$ cat config.mk
export PLATFORM = sky130hd
export DESIGN_NAME = tx_scheduler
export DESIGN_NICKNAME = d
export VERILOG_FILES = /design/src/rtl/usb_tx_pkg.sv /design/src/rtl/tx_sched_timer.sv /design/src/rtl/tx_scheduler.sv
export SDC_FILE = /design/constraint.sdc
export NUM_CORES = 1
export LEC_CHECK = 0
export ABC_CLOCK_PERIOD_IN_PS = 2500
export CAP_MARGIN = 20
export CORE_ASPECT_RATIO = 0.6
export CORE_MARGIN = 3
export CORE_UTILIZATION = 44
export DETAILED_ROUTE_END_ITERATION = 8
export MAX_ROUTING_LAYER = met4
export PLACE_DENSITY_LB_ADDON = 0.15
export SYNTH_ARGS = -nofsm -noshare
export SYNTH_HDL_FRONTEND = slang
export SYNTH_HIERARCHICAL = 1
export SYNTH_SLANG_ARGS = --single-unit
$ cat constraint.sdc
create_clock -name clk -period 2.5 [get_ports clk]
set_input_delay 0.25 -clock clk [delete_from_list [all_inputs] [get_ports clk]]
set_output_delay 0.25 -clock clk [all_outputs]
set_load 0.1 [all_outputs]
$ cat src/rtl/usb_tx_pkg.sv
// Shared types and constants for the USB TX scheduler.
// Contents: scheduler state enum, protocol timing constants, timer and FIFO count widths.
package usb_tx_pkg;

  localparam int PKT_BYTES       = 64;
  localparam int TURNAROUND_CYC  = 16;
  localparam int ACK_TIMEOUT_CYC = 1024;
  localparam int MAX_RETRY       = 3;

  localparam int TIMER_W    = $clog2(ACK_TIMEOUT_CYC);
  localparam int FIFO_CNT_W = 7;
  localparam int RETRY_W    = 2;

  localparam logic [TIMER_W-1:0]    TURN_LOAD   = TIMER_W'(TURNAROUND_CYC - 1);
  localparam logic [TIMER_W-1:0]    ACK_LOAD    = TIMER_W'(ACK_TIMEOUT_CYC - 1);
  localparam logic [FIFO_CNT_W-1:0] PKT_THRESH  = FIFO_CNT_W'(PKT_BYTES);
  localparam logic [RETRY_W-1:0]    RETRY_LIMIT = RETRY_W'(MAX_RETRY);

  typedef enum logic [2:0] {
    IDLE       = 3'd0,
    TURNAROUND = 3'd1,
    ISSUE      = 3'd2,
    WAIT_START = 3'd3,
    WAIT_END   = 3'd4,
    WAIT_ACK   = 3'd5
  } tx_sched_state_t;

endpackage

$ cat src/rtl/tx_sched_timer.sv
// Loadable down-counter with zero flag. Counting stops at zero (no wrap).
// Ports:
//   clk, n_rst   clock, async active-low reset
//   load_i       load load_val_i (takes priority over en_i)
//   load_val_i   value to load
//   en_i         decrement enable
//   zero_o       count is zero
module tx_sched_timer
  import usb_tx_pkg::*;
(
  input  logic               clk,
  input  logic               n_rst,
  input  logic               load_i,
  input  logic [TIMER_W-1:0] load_val_i,
  input  logic               en_i,
  output logic               zero_o
);

  logic [TIMER_W-1:0] count_q;

  always_ff @(posedge clk or negedge n_rst) begin
    if (!n_rst) begin
      count_q <= '0;
    end else if (load_i) begin
      count_q <= load_val_i;
    end else if (en_i && (count_q != '0)) begin
      count_q <= count_q - 1'b1;
    end
  end

  assign zero_o = (count_q == '0);

endmodule

$ cat src/rtl/tx_scheduler.sv
// USB TX scheduler: on an IN token waits bus turnaround, then asks the txpu for a
// DATA packet (FIFO holds a full packet) or a NAK. After DATA it waits for the host
// ACK, committing the packet on ACK or rewinding the FIFO on timeout, dropping the
// packet and flagging tx_error after too many consecutive timeouts.
// Optional feature: define TX_SCHED_STATS_EN to get saturating statistics counters;
// otherwise the stat_* ports read zero.
// Ports:
//   clk, n_rst                        clock, async active-low reset
//   in_token, ack_rcvd                1-cycle pulses from RXPU
//   fifo_count                        bytes held in TX FIFO
//   is_txing                          txpu busy
//   clear_error                       clears sticky tx_error
//   send_data, send_nak               1-cycle requests to txpu
//   fifo_commit, fifo_rewind          1-cycle FIFO controls
//   await_ack                         high while waiting for handshake
//   tx_error                          sticky error
//   stat_data_cnt/nak_cnt/retry_cnt   statistics
//
// state      | meaning
// IDLE       | waiting for IN token
// TURNAROUND | bus turnaround timer running, also waits for txpu idle
// ISSUE      | latch data/NAK decision, arm start guard
// WAIT_START | waiting for txpu to go busy (guarded)
// WAIT_END   | txpu sending
// WAIT_ACK   | data sent, waiting for host ACK (timed)
module tx_scheduler
  import usb_tx_pkg::*;
(
  input  logic                  clk,
  input  logic                  n_rst,
  input  logic                  in_token,
  input  logic                  ack_rcvd,
  input  logic [FIFO_CNT_W-1:0] fifo_count,
  input  logic                  is_txing,
  input  logic                  clear_error,
  output logic                  send_data,
  output logic                  send_nak,
  output logic                  fifo_commit,
  output logic                  fifo_rewind,
  output logic                  await_ack,
  output logic                  tx_error,
  output logic [15:0]           stat_data_cnt,
  output logic [15:0]           stat_nak_cnt,
  output logic [15:0]           stat_retry_cnt
);

  tx_sched_state_t    state_q;
  logic               is_data_q;
  logic               fire_q;
  logic [RETRY_W-1:0] retry_q;
  logic               send_data_q, send_nak_q, fifo_commit_q, fifo_rewind_q;
  logic               await_ack_q, tx_error_q, tx_error_d;

  logic               tmr_load, tmr_en, tmr_zero;
  logic [TIMER_W-1:0] tmr_val;
  logic               ack_hit, ack_to, drop, guard_err;

  // An IN token while waiting for ACK means the host gave up: same as a timeout.
  assign ack_hit   = (state_q == WAIT_ACK) && ack_rcvd;
  assign ack_to    = (state_q == WAIT_ACK) && !ack_rcvd && (in_token || tmr_zero);
  assign drop      = ack_to && (retry_q == RETRY_LIMIT);
  assign guard_err = (state_q == WAIT_START) && !is_txing && tmr_zero;

  // A new error event beats a simultaneous clear.
  assign tx_error_d = guard_err || drop || (tx_error_q && !clear_error);

  always_comb begin
    tmr_load = 1'b0;
    tmr_val  = '0;
    tmr_en   = 1'b0;
    case (state_q)
      IDLE: begin
        tmr_load = in_token;
        tmr_val  = TURN_LOAD;
      end
      TURNAROUND: tmr_en = 1'b1;
      ISSUE: begin
        tmr_load = 1'b1;
        tmr_val  = ACK_LOAD;
      end
      WAIT_START: tmr_en = 1'b1;
      WAIT_END: begin
        tmr_load = !is_txing && is_data_q;
        tmr_val  = ACK_LOAD;
      end
      WAIT_ACK: begin
        if (!ack_rcvd) begin
          if (in_token) begin
            tmr_load = 1'b1;
            tmr_val  = TURN_LOAD;
          end else begin
            tmr_en = 1'b1;
          end
        end
      end
      default: ;
    endcase
  end

  tx_sched_timer u_timer (
    .clk        (clk),
    .n_rst      (n_rst),
    .load_i     (tmr_load),
    .load_val_i (tmr_val),
    .en_i       (tmr_en),
    .zero_o     (tmr_zero)
  );

  always_ff @(posedge clk or negedge n_rst) begin
    if (!n_rst) begin
      state_q       <= IDLE;
      is_data_q     <= 1'b0;
      fire_q        <= 1'b0;
      retry_q       <= '0;
      send_data_q   <= 1'b0;
      send_nak_q    <= 1'b0;
      fifo_commit_q <= 1'b0;
      fifo_rewind_q <= 1'b0;
      await_ack_q   <= 1'b0;
      tx_error_q    <= 1'b0;
    end else begin
      // Decision latched in ISSUE becomes the send pulse one cycle later.
      send_data_q   <= fire_q && is_data_q;
      send_nak_q    <= fire_q && !is_data_q;
      fire_q        <= 1'b0;
      fifo_commit_q <= 1'b0;
      fifo_rewind_q <= 1'b0;
      await_ack_q   <= 1'b0;
      tx_error_q    <= tx_error_d;
      case (state_q)
        IDLE: if (in_token) state_q <= TURNAROUND;
        TURNAROUND: if (tmr_zero && !is_txing) state_q <= ISSUE;
        ISSUE: begin
          is_data_q <= (fifo_count >= PKT_THRESH);
          fire_q    <= 1'b1;
          state_q   <= WAIT_START;
        end
        WAIT_START: begin
          if (is_txing) begin
            state_q <= WAIT_END;
          end else if (tmr_zero) begin
            fifo_rewind_q <= is_data_q;
            state_q       <= IDLE;
          end
        end
        WAIT_END: begin
          if (!is_txing) begin
            if (is_data_q) begin
              await_ack_q <= 1'b1;
              state_q     <= WAIT_ACK;
            end else begin
              state_q <= IDLE;
            end
          end
        end
        WAIT_ACK: begin
          if (ack_hit) begin
            fifo_commit_q <= 1'b1;
            retry_q       <= '0;
            state_q       <= IDLE;
          end else if (ack_to) begin
            if (drop) begin
              fifo_commit_q <= 1'b1;
              retry_q       <= '0;
            end else begin
              fifo_rewind_q <= 1'b1;
              retry_q       <= retry_q + 1'b1;
            end
            state_q <= in_token ? TURNAROUND : IDLE;
          end else begin
            await_ack_q <= 1'b1;
          end
        end
        default: state_q <= IDLE;
      endcase
    end
  end

  assign send_data   = send_data_q;
  assign send_nak    = send_nak_q;
  assign fifo_commit = fifo_commit_q;
  assign fifo_rewind = fifo_rewind_q;
  assign await_ack   = await_ack_q;
  assign tx_error    = tx_error_q;

`ifdef TX_SCHED_STATS_EN
  logic [15:0] data_cnt_q, nak_cnt_q, retry_cnt_q;

  always_ff @(posedge clk or negedge n_rst) begin
    if (!n_rst) begin
      data_cnt_q  <= '0;
      nak_cnt_q   <= '0;
      retry_cnt_q <= '0;
    end else begin
      if (ack_hit && (data_cnt_q != 16'hFFFF))    data_cnt_q  <= data_cnt_q + 1'b1;
      if (send_nak_q && (nak_cnt_q != 16'hFFFF))  nak_cnt_q   <= nak_cnt_q + 1'b1;
      if (ack_to && (retry_cnt_q != 16'hFFFF))    retry_cnt_q <= retry_cnt_q + 1'b1;
    end
  end

  assign stat_data_cnt  = data_cnt_q;
  assign stat_nak_cnt   = nak_cnt_q;
  assign stat_retry_cnt = retry_cnt_q;
`else
  assign stat_data_cnt  = '0;
  assign stat_nak_cnt   = '0;
  assign stat_retry_cnt = '0;
`endif

endmodule
==> metrics.log <==
[metrics] Hold Violations, Final: 0
[metrics] number of storage elements in the synthesis netlist: 23
[metrics] leakage power total: 0.856 nW
[metrics] power density cells: 1300 nW/um^2
[metrics] Clock transition at path regs: 0.08 ns
[metrics] ratio of cells with drive above 1 in the final layout: 15.3%
[metrics] CTS H-Tree Depth: 1
[metrics] outcome: finished clean
[metrics] via count of the first global-routing pass: 966
[metrics] number of buffers inserted for hold repair after clock tree synthesis: 0
[metrics] WP data arrival: 2.49 ns
[metrics] Hold Path Class: in -> async
[metrics] antenna violations before repair: 0
[metrics] post-cts sizing count: 0
[metrics] Worst path top cell family by delay: simple AND/OR/NAND/NOR gates
[metrics] Final Skew: 0.00694 ns
[metrics] drt total wl: 2.95 mm
[metrics] count of different cell masters after synthesis: 50
[metrics] Worst Setup Slack, final: 0.164 ns
[metrics] YS warnings: 6
[metrics] nature of the critical path endpoint: flip-flop
[metrics] number of nets with antenna violations after detailed routing: 0
[metrics] number of nets at the end of the flow: 219
[metrics] clock tree sinks: 23
[metrics] CP max stage delay: 0.57 ns
[metrics] Die ar.: 4630 sq um
[metrics] Setup Fix Bufs, Post-CTS: 0
[metrics] maximum number of pins on one net before global-route repair: 24
[metrics] slew of the pin with the lowest slew margin: 0.518 ns
[metrics] Post-Place Setup Slack: 0.180 ns
[metrics] IO buf count: 12
[metrics] Setup Crit Path Kind: reg -> reg
[metrics] number of primary I/O pins: 67
[metrics] slowest CP cell: sky130_fd_sc_hd__or4_4
[metrics] share of flip-flops with an asynchronous set or reset after synthesis: 100%
[metrics] number of buffers created by CTS: 3
[metrics] die extent in x: 85.8 microns
[metrics] clock period minus worst slack: 2.34 ns
[metrics] number of flops mapped to enable cells by yosys: 0
[metrics] maximum count of clock buffers along a single path: 2
[metrics] first-pass iteration count of the detailed router: 4
[metrics] buffers plus inverters on the worst setup path: 1
[metrics] setup repair after global routing missed its margin: false
[metrics] peak supply drop: 0.000503 V
[metrics] Finish-stage setup viols: 0
[metrics] number of pins with negative max-slew slack in the final report: 0
[metrics] Final period util: 93.4%
[metrics] # diodes: 0
[metrics] final RePlAce weighted congestion: 0.776
[metrics] area added between synthesis and finish: 3.35%
[metrics] sequential fraction of the synthesis area: 34.2%
[metrics] source-to-sink clock delay at the later pin of the worst-skew pair: 0.27 ns
[metrics] critical path startpoint category: flip-flop
[metrics] Worst EP required: 2.66 ns
[metrics] wire length of the first global-routing pass: 4.68 mm
[metrics] synthesized area per cell: 9.10 sq um
[metrics] max cap viols: 0
[metrics] worst-path maximum fanout: 5
[metrics] core occupancy in the finished layout: 50.2%
[metrics] clock tree from TritonCTS: done
[metrics] TNS Setup: 0 ns
[metrics] Clock Tree Root: sky130_fd_sc_hd__clkbuf_8
[metrics] cell-by-cell listing of the critical path: or4_4, or3_1, inv_1, nor2_2, a22oi_2, o21a_2, mux2_4
[metrics] DRC violation total after the first TritonRoute iteration: 68
[metrics] worst relative slew slack: 65.4%
[metrics] site row count: 16
[metrics] Post-DP HPWL: 2.35 mm
[metrics] number of vias per cell: 4.87
[metrics] overall overflow remaining after global route: 0
[metrics] DRC violations left: 0
[metrics] flip-flop cell with the highest count after synthesis: sky130_fd_sc_hd__dfrtp_1
[metrics] CORE AREA: 3460 sq um
[metrics] upper clock frequency limit: 428 MHz
[metrics] Mapped Cells: 185
[metrics] DR WL/cell: 11.9 microns
[metrics] overall fraction of global-route tracks in use: 13.7%
[metrics] via count: 1207
[metrics] Starting Density: 48.6%
[metrics] post-synthesis cell area: 1680 sq um
[metrics] die boundary height: 53.9 microns
[power by group]
part           leakage (nW)  internal, W  switching, W
Combinational         0.531     0.000472      0.000883
Clock                0.0255     0.000111      0.000119
Sequential            0.299     0.000510      0.000158
[stage by stage]
step / power, W / cell area, sq um / cells / hold WS [ns]
2_1_floorplan: 0.00182 / 1860 / 232 / -0.0456
3_3_place_gp: 0.00198 / 1690 / 244 / 0.461
3_5_place_dp: 0.00202 / 1690 / 244 / 0.459
4_1_cts: 0.00226 / 1740 / 248 / 0.342
5_1_grt: 0.00242 / 1740 / 248 / 0.366
6_report: 0.00225 / 1740 / 248 / 0.332
[synthesized netlist by cell type, types with 2 or more instances]
cell / count / area [sq um]
sky130_fd_sc_hd__nand4_1: 2 / 12.5
sky130_fd_sc_hd__nor2b_1: 5 / 31.3
sky130_fd_sc_hd__xor2_1: 3 / 26.3
sky130_fd_sc_hd__o31ai_1: 3 / 22.5
sky130_fd_sc_hd__ha_1: 2 / 25.0
sky130_fd_sc_hd__or3_1: 2 / 12.5
sky130_fd_sc_hd__nor4_1: 2 / 12.5
sky130_fd_sc_hd__and2_1: 2 / 12.5
sky130_fd_sc_hd__mux2_2: 5 / 56.3
sky130_fd_sc_hd__dfrtp_1: 23 / 576
sky130_fd_sc_hd__a22oi_1: 2 / 15.0
sky130_fd_sc_hd__buf_4: 49 / 368
sky130_fd_sc_hd__o21ai_0: 8 / 40.0
sky130_fd_sc_hd__nand3b_1: 2 / 15.0
sky130_fd_sc_hd__nand3_1: 2 / 10.0
sky130_fd_sc_hd__nor2_1: 9 / 33.8
sky130_fd_sc_hd__inv_1: 7 / 26.3
sky130_fd_sc_hd__a21o_1: 3 / 22.5
sky130_fd_sc_hd__nand2_1: 11 / 41.3
sky130_fd_sc_hd__o31a_1: 2 / 17.5
sky130_fd_sc_hd__a21oi_1: 5 / 25.0
sky130_fd_sc_hd__nand2b_1: 3 / 18.8
sky130_fd_sc_hd__clkbuf_1: 2 / 7.51
sky130_fd_sc_hd__nor3_1: 5 / 25.0
[registers in the layout, indices dropped and copies added (netlist names)]
register / cells
await_ack: 1
fifo_commit: 1
fifo_rewind: 1
fire_q: 1
is_data_q: 1
retry_q: 2
send_data: 1
send_nak: 1
state_q: 3
tx_error: 1
u_timer/count_q: 10
[layout by cell type (no fill, tap or decap), drive strengths merged, types with 2 or more instances in the layout]
cell / Yosys / routed
buf: 52 / 15
o31ai: 3 / 3
a22oi: 3 / 3
conb: 1 / 48
nor2: 10 / 10
nand4: 2 / 2
or3: 2 / 2
clkbuf: 2 / 3
o21a: 2 / 2
clkdlybuf4s50: 0 / 6
o31a: 2 / 2
inv: 7 / 7
a21oi: 5 / 5
nand2b: 3 / 3
or4: 2 / 2
o21ai: 9 / 9
nand2: 11 / 11
ha: 2 / 2
nor4: 2 / 2
nand3: 2 / 2
xor2: 3 / 3
mux2: 6 / 6
a21o: 3 / 3
dfrtp: 23 / 23
and2: 2 / 2
nor3: 5 / 5
nand3b: 2 / 2
nor2b: 5 / 5
[metal layers]
layer / global-route usage [%] / up-vias / part of all wire, %
li1: - / 582 / -
met1: 19.4 / 576 / 48
met2: 19.5 / 47 / 43
met3: 4.28 / 2 / 7.7
met4: 2.37 / 0 / 0.71
met5: - / - / 0
[path summary, 6_finish.rpt]
path                                                start                              to  slack, ns  cells after the start
max reg2reg                u_timer/count_q[8]$_DFFE_PN0P_          state_q[2]$_DFFE_PN0P_       0.16                      7
min                                                 n_rst  u_timer/count_q[5]$_DFFE_PN0P_       0.33                      2
max in group asynchronous                           n_rst  u_timer/count_q[2]$_DFFE_PN0P_       1.93                      2
min reg2reg                              fire_q$_DFF_PN0_             send_data$_DFF_PN0_       0.48                      1
max                        u_timer/count_q[8]$_DFFE_PN0P_          state_q[2]$_DFFE_PN0P_       0.16                      7
min in group clk                         fire_q$_DFF_PN0_             send_data$_DFF_PN0_       0.48                      1
[kinds of logic after synthesis]
group / Yosys count / synth area share [%]
and+or+nand+nor: 51 / 16.9
AOI/OAI and AO/OA: 36 / 15.2
buffers and inverters: 61 / 25.1
DFF: 23 / 34.2
other: 1 / 0.223
muxes: 7 / 4.83
xor gates and xnor gates: 4 / 2.08
adders and majority gates: 2 / 1.49
[final cells by class]
class | count | area, sq um
Clock buffer | 3 | 41.3
Clock inverter | 1 | 5.00
Fill cell | 322 | 1720
Inverter | 7 | 26.3
Multi-Input combinational cell | 148 | 862
Sequential cell | 23 | 576
Tap cell | 45 | 56.3
Timing Repair Buffer | 21 | 173
[worst register-to-register path, delay by kind of cell (launching register included)]
family          cells  cell delay (ns)
mux                 1             0.30
simple gates        3             1.00
compound gates      2             0.40
flops               1             0.41
buf+inv             1             0.12
Note: power is estimated with default switching activity, not from simulation.
==> edit 1, RTL diff (config.mk and constraints unchanged) <==
Set the package constant `RETRY_W` to 4 (it was 2).
--- a/src/rtl/usb_tx_pkg.sv
+++ b/src/rtl/usb_tx_pkg.sv
@@ -9,7 +9,7 @@
 
   localparam int TIMER_W    = $clog2(ACK_TIMEOUT_CYC);
   localparam int FIFO_CNT_W = 7;
-  localparam int RETRY_W    = 2;
+  localparam int RETRY_W    = 4;
 
   localparam logic [TIMER_W-1:0]    TURN_LOAD   = TIMER_W'(TURNAROUND_CYC - 1);
   localparam logic [TIMER_W-1:0]    ACK_LOAD    = TIMER_W'(ACK_TIMEOUT_CYC - 1);
Behaviour: no difference found for any inputs over 10 cycles, from zero or initial values and one cycle with n_rst low; that may be too few to reach the edited logic, so the function may still have changed.
==> edit 1 against the unedited design <==
Area after synthesis is 9.5% higher. Die area rose by 8.6%. Worst setup slack better by 65 ps. Sequential cell count increased by 2. Design area up 10%. Total power down 12%. Synthesized cell count grew 10%. Routed wire length is 15% higher.
==> edit 1: results (changes against the unedited design) <==
| Metric | Value |
|---|---|
| Multi-input combinational gate total | `164 (+11%)` |
| Worst slack at placement | `192 ps (+12.4 ps)` |
| DP HPWL | `2540 um (+7.8%)` |
| Proportion of synthesized chip area in sequential cells | `33.9% (-0.26 points)` |
| CP max FO | `6 (+1)` |
| Number of DRC markers in iteration 0 | `111 (+63%)` |
| R2R setup slack | `230 ps (+60 ps)` |
| Status | `complete, no violations` |
| Non-clock inverter total of the final layout | `6 (-1)` |
| Reported leakage power | `0.883 nW (+3.1%)` |
| Global-route wire length before repair | `5550 um (+19%)` |
| Fraction of synthesized cell area taken by the top area cell type | `33.9% (-0.26 points)` |
| Net switching power | `990 uW (-15%)` |
| GP Congestion | `0.774 (-0.31%)` |
| Number of cells traversed by the worst register-to-register path | `6 (-1)` |
| Register fraction of the total cell area | `32.7% (-0.39 points)` |
| Net count, final | `236 (+7.8%)` |
| Standard-cell row count | `17 (+1)` |
| Fraction of layout cells with a size suffix above 1 | `12.3% (-3.0 points)` |
| Area after DPL | `1860 sq um (+10%)` |
| Global router's overall resource usage | `14.3% (+0.58 points)` |
| Complex-gate fraction of the synthesized area | `15.1% (-0.17 points)` |
| Number of inserted filler cells in the final layout | `371 (+15%)` |
| Combinational power | `1.05 mW (-23%)` |
| Worst voltage drop across the vdd grid | `0.475 mV (-5.5%)` |
| GR Util met1 | `21.8% (+2.4 points)` |
| Met3 usage | `4.14% (-0.14 points)` |
| Clock skew | `3.99 ps (-2.95 ps)` |
| Library cells used by synthesis | `51 (+2.0%)` |
| Proportion of final cell area spent on non-clock buffers | `9.03% (-0.90 points)` |
| Start point of the critical path | `u_timer/count_q[6]` |
| Most numerous cell types in the synthesized netlist | `sky130_fd_sc_hd__buf_4 (49), sky130_fd_sc_hd__dfrtp_1 (25), sky130_fd_sc_hd__nand2_1 (10), sky130_fd_sc_hd__nor2_1 (9)` |
| Clock-cell share of area | `2.55% (-0.11 points)` |
| Post-Synthesis Mean Instance Area | `9.03 sq um (-0.68%)` |
| Hold WS | `350 ps (+17.4 ps)` |
| Highest achievable clock rate | `440 MHz (+2.9%)` |
| Largest registers ranked by flip-flop count | `u_timer/count_q (10), retry_q (4), state_q (3)` |
| Routed vias/inst | `4.80 (-1.3%)` |
[edit 1: cell types whose count changed in the layout (fill, tap and decap cells not counted), moves of 2 or more]
cell / before / now
sky130_fd_sc_hd__nand2b_1: 3 / 8
sky130_fd_sc_hd__o21ai_1: 1 / 6
sky130_fd_sc_hd__a21oi_1: 5 / 8
sky130_fd_sc_hd__dfrtp_1: 23 / 25
sky130_fd_sc_hd__mux2_2: 5 / 3
sky130_fd_sc_hd__nand3_1: 2 / 4
sky130_fd_sc_hd__nand3b_1: 2 / 4
sky130_fd_sc_hd__o21ai_0: 8 / 6
sky130_fd_sc_hd__or4_1: 1 / 3
[edit 1: worst max-delay path: stages (launching register included)]
cell and delay (ps):
sky130_fd_sc_hd__dfrtp_1 450, sky130_fd_sc_hd__or4_4 570, sky130_fd_sc_hd__or3_1 360, sky130_fd_sc_hd__inv_1 90
sky130_fd_sc_hd__nor2_1 100, sky130_fd_sc_hd__or4_1 490, sky130_fd_sc_hd__o21ai_1 140
==> edit 2, RTL diff (config.mk and constraints unchanged) <==
Without the edit above. Encoding of `tx_sched_state_t`: now one-hot (6 bits for 6 states).
--- a/src/rtl/usb_tx_pkg.sv
+++ b/src/rtl/usb_tx_pkg.sv
@@ -16,13 +16,13 @@
   localparam logic [FIFO_CNT_W-1:0] PKT_THRESH  = FIFO_CNT_W'(PKT_BYTES);
   localparam logic [RETRY_W-1:0]    RETRY_LIMIT = RETRY_W'(MAX_RETRY);
 
-  typedef enum logic [2:0] {
-    IDLE       = 3'd0,
-    TURNAROUND = 3'd1,
-    ISSUE      = 3'd2,
-    WAIT_START = 3'd3,
-    WAIT_END   = 3'd4,
-    WAIT_ACK   = 3'd5
+  typedef enum logic [5:0] {
+    IDLE       = 6'b000001,
+    TURNAROUND = 6'b000010,
+    ISSUE      = 6'b000100,
+    WAIT_START = 6'b001000,
+    WAIT_END   = 6'b010000,
+    WAIT_ACK   = 6'b100000
   } tx_sched_state_t;
 
 endpackage
Formal check against the unedited RTL: same outputs for any inputs over 10 cycles, from zero or initial values and one cycle with n_rst low; not proved beyond that.
==> edit 2 against the unedited design <==
Area after synthesis up 13%. Final cell count is 19% higher. Total power fell by 14%. Utilization is 2.0 points higher. Clock power up 17%. Routed wire length rose by 28%. Design area grew 17%. Worst setup slack lost 28 ps. Sequential cell count is 3 higher. Critical path type unchanged. Largest cell class unchanged.
==> edit 2: results (changes against the unedited design) <==
| Metric | Value |
|---|---|
| Global router's overall resource usage | `14.7% (+0.98 points)` |
| Multiplexer area fraction after synthesis | `2.31% (-2.5 points)` |
| Start point of the critical path | `state_q[4]` |
| Status | `complete, no violations` |
| Clk_lat worst skew | `270 ps (about the same)` |
| Met3 usage | `5.49% (+1.2 points)` |
| GR Util met1 | `24.3% (+4.9 points)` |
| GP Congestion | `0.938 (+21%)` |
| Data arrival time of the critical path | `2570 ps (+80 ps)` |
| DP HPWL | `2990 um (+27%)` |
| Area after DPL | `1980 sq um (+17%)` |
| Proportion of synthesized chip area in sequential cells | `34.3% (+0.14 points)` |
| Delay of the slowest critical-path stage | `500 ps (-70 ps)` |
| Fraction of layout cells with a size suffix above 1 | `17.2% (+1.9 points)` |
| Most numerous cell types in the synthesized netlist | `sky130_fd_sc_hd__buf_4 (50), sky130_fd_sc_hd__dfrtp_1 (25), sky130_fd_sc_hd__nand2_1 (19), sky130_fd_sc_hd__inv_1 (12), sky130_fd_sc_hd__o21ai_0 (11)` |
| Complex-gate fraction of the synthesized area | `14.4% (-0.87 points)` |
| First-pass detailed-route iteration total | `4 (unchanged)` |
| Global routing met2 resource utilization | `16.3% (-3.1 points)` |
| Post-synthesis share of cell area spent on full adders, half adders and majority gates | `1.32% (-0.17 points)` |
| Number of inserted filler cells in the final layout | `373 (+16%)` |
| Maximum number of pins on one net before global-route repair | `17 (-29%)` |
| Most used flip-flop cell after synthesis | `sky130_fd_sc_hd__dfrtp_1` |
| TritonCTS Buffers | `3 (unchanged)` |
| Worst voltage drop across the vdd grid | `0.556 mV (+10%)` |
| Number of port buffers | `12 (unchanged)` |
| Actual slew at the worst max-slew pin | `520 ps (+2.05 ps)` |
| Cell with the largest stage delay on the worst path | `sky130_fd_sc_hd__dfrtp_1` |
| Biggest area contributors in the synthesized netlist | `sky130_fd_sc_hd__dfrtp_1 (33%), sky130_fd_sc_hd__buf_4 (20%), sky130_fd_sc_hd__nand2_1 (3.8%)` |
| Net count, final | `255 (+16%)` |
| Via count of the first global-routing pass | `1,105 (+14%)` |
| Number of vias in the routed layout | `1,389 (+15%)` |
| Number of DRC markers in iteration 0 | `85 (+25%)` |
| CP max FO | `7 (+2)` |
| Library cells used by synthesis | `53 (+6.0%)` |
| Global-route wire length before repair | `5780 um (+23%)` |
| Internal power component | `976 uW (-11%)` |
| Reported leakage power | `0.980 nW (+15%)` |
| Wire length after detailed routing | `3780 um (+28%)` |
| Xor-xnor portion of the synthesized cell area | `2.77% (+0.69 points)` |
| Largest registers ranked by flip-flop count | `u_timer/count_q (10), state_q (6), retry_q (2)` |
| Clock skew | `4.06 ps (-2.88 ps)` |
[edit 2: through the flow]
step	worst slack [ps]	cells	power [mW]	hold slack, ps	utilization [%]
2_1_floorplan	154	260	1.49	-45.6	-
3_3_place_gp	120	292	1.65	460	50.9
3_5_place_dp	190	292	1.65	463	50.9
4_1_cts	177	296	1.93	342	52.3
5_1_grt	2.96	296	2.05	358	52.3
6_report	137	296	1.93	317	52.3
[edit 2: power by group through the flow]
stage | Clock (mW) | Sequential, mW | Combinational, mW
after floorplan | 0 | 0.587 | 0.908
after global placement | 0 | 0.639 | 1.01
after detailed placement | 0 | 0.634 | 1.01
after CTS | 0.284 | 0.627 | 1.02
after global routing | 0.295 | 0.643 | 1.11
final | 0.270 | 0.628 | 1.03
[edit 2: area by class of cell]
cell class / instances / area share, %
repair buffers: 29 / 11.4
well taps: 57 / 3.51
multi-input cells: 168 / 48.1
flip-flops and latches: 26 / 32.0
inverters: 12 / 2.21
clock buffers: 4 / 2.71
[edit 2: logic make-up after synthesis]
kind of cell,after synthesis
AO/OA/AOI/OAI,40
adder cells (fa/ha/maj),2
AND/OR/NAND/NOR,68
flip-flops,26
multiplexers,4
buffers and inverters,66
other,1
XOR/XNOR,6
[edit 2: worst max-delay path: cells and delay by family, from the launching register on]
kind	cells	cell delay, ps
AO/OA/AOI/OAI	2	570
buffers and inverters	1	190
flip-flops	1	500
AND/OR/NAND/NOR	4	1040
[edit 2: layer usage]
metal	vias up	share of wire [%]
met1	636	53
li1	698	-
met5	-	0
met2	53	36
met3	2	10
met4	0	0.21
[edit 2: path summary, 6_finish.rpt]
kind                                      end  slack (ps)  depth (start not counted)
max                        u_timer/count_q[7]         140                          7
min                                state_q[1]         320                          1
max reg2reg                u_timer/count_q[7]         140                          7
min reg2reg                         send_data         480                          1
max in group asynchronous  u_timer/count_q[5]        1580                          2
min in group clk                    send_data         480                          1
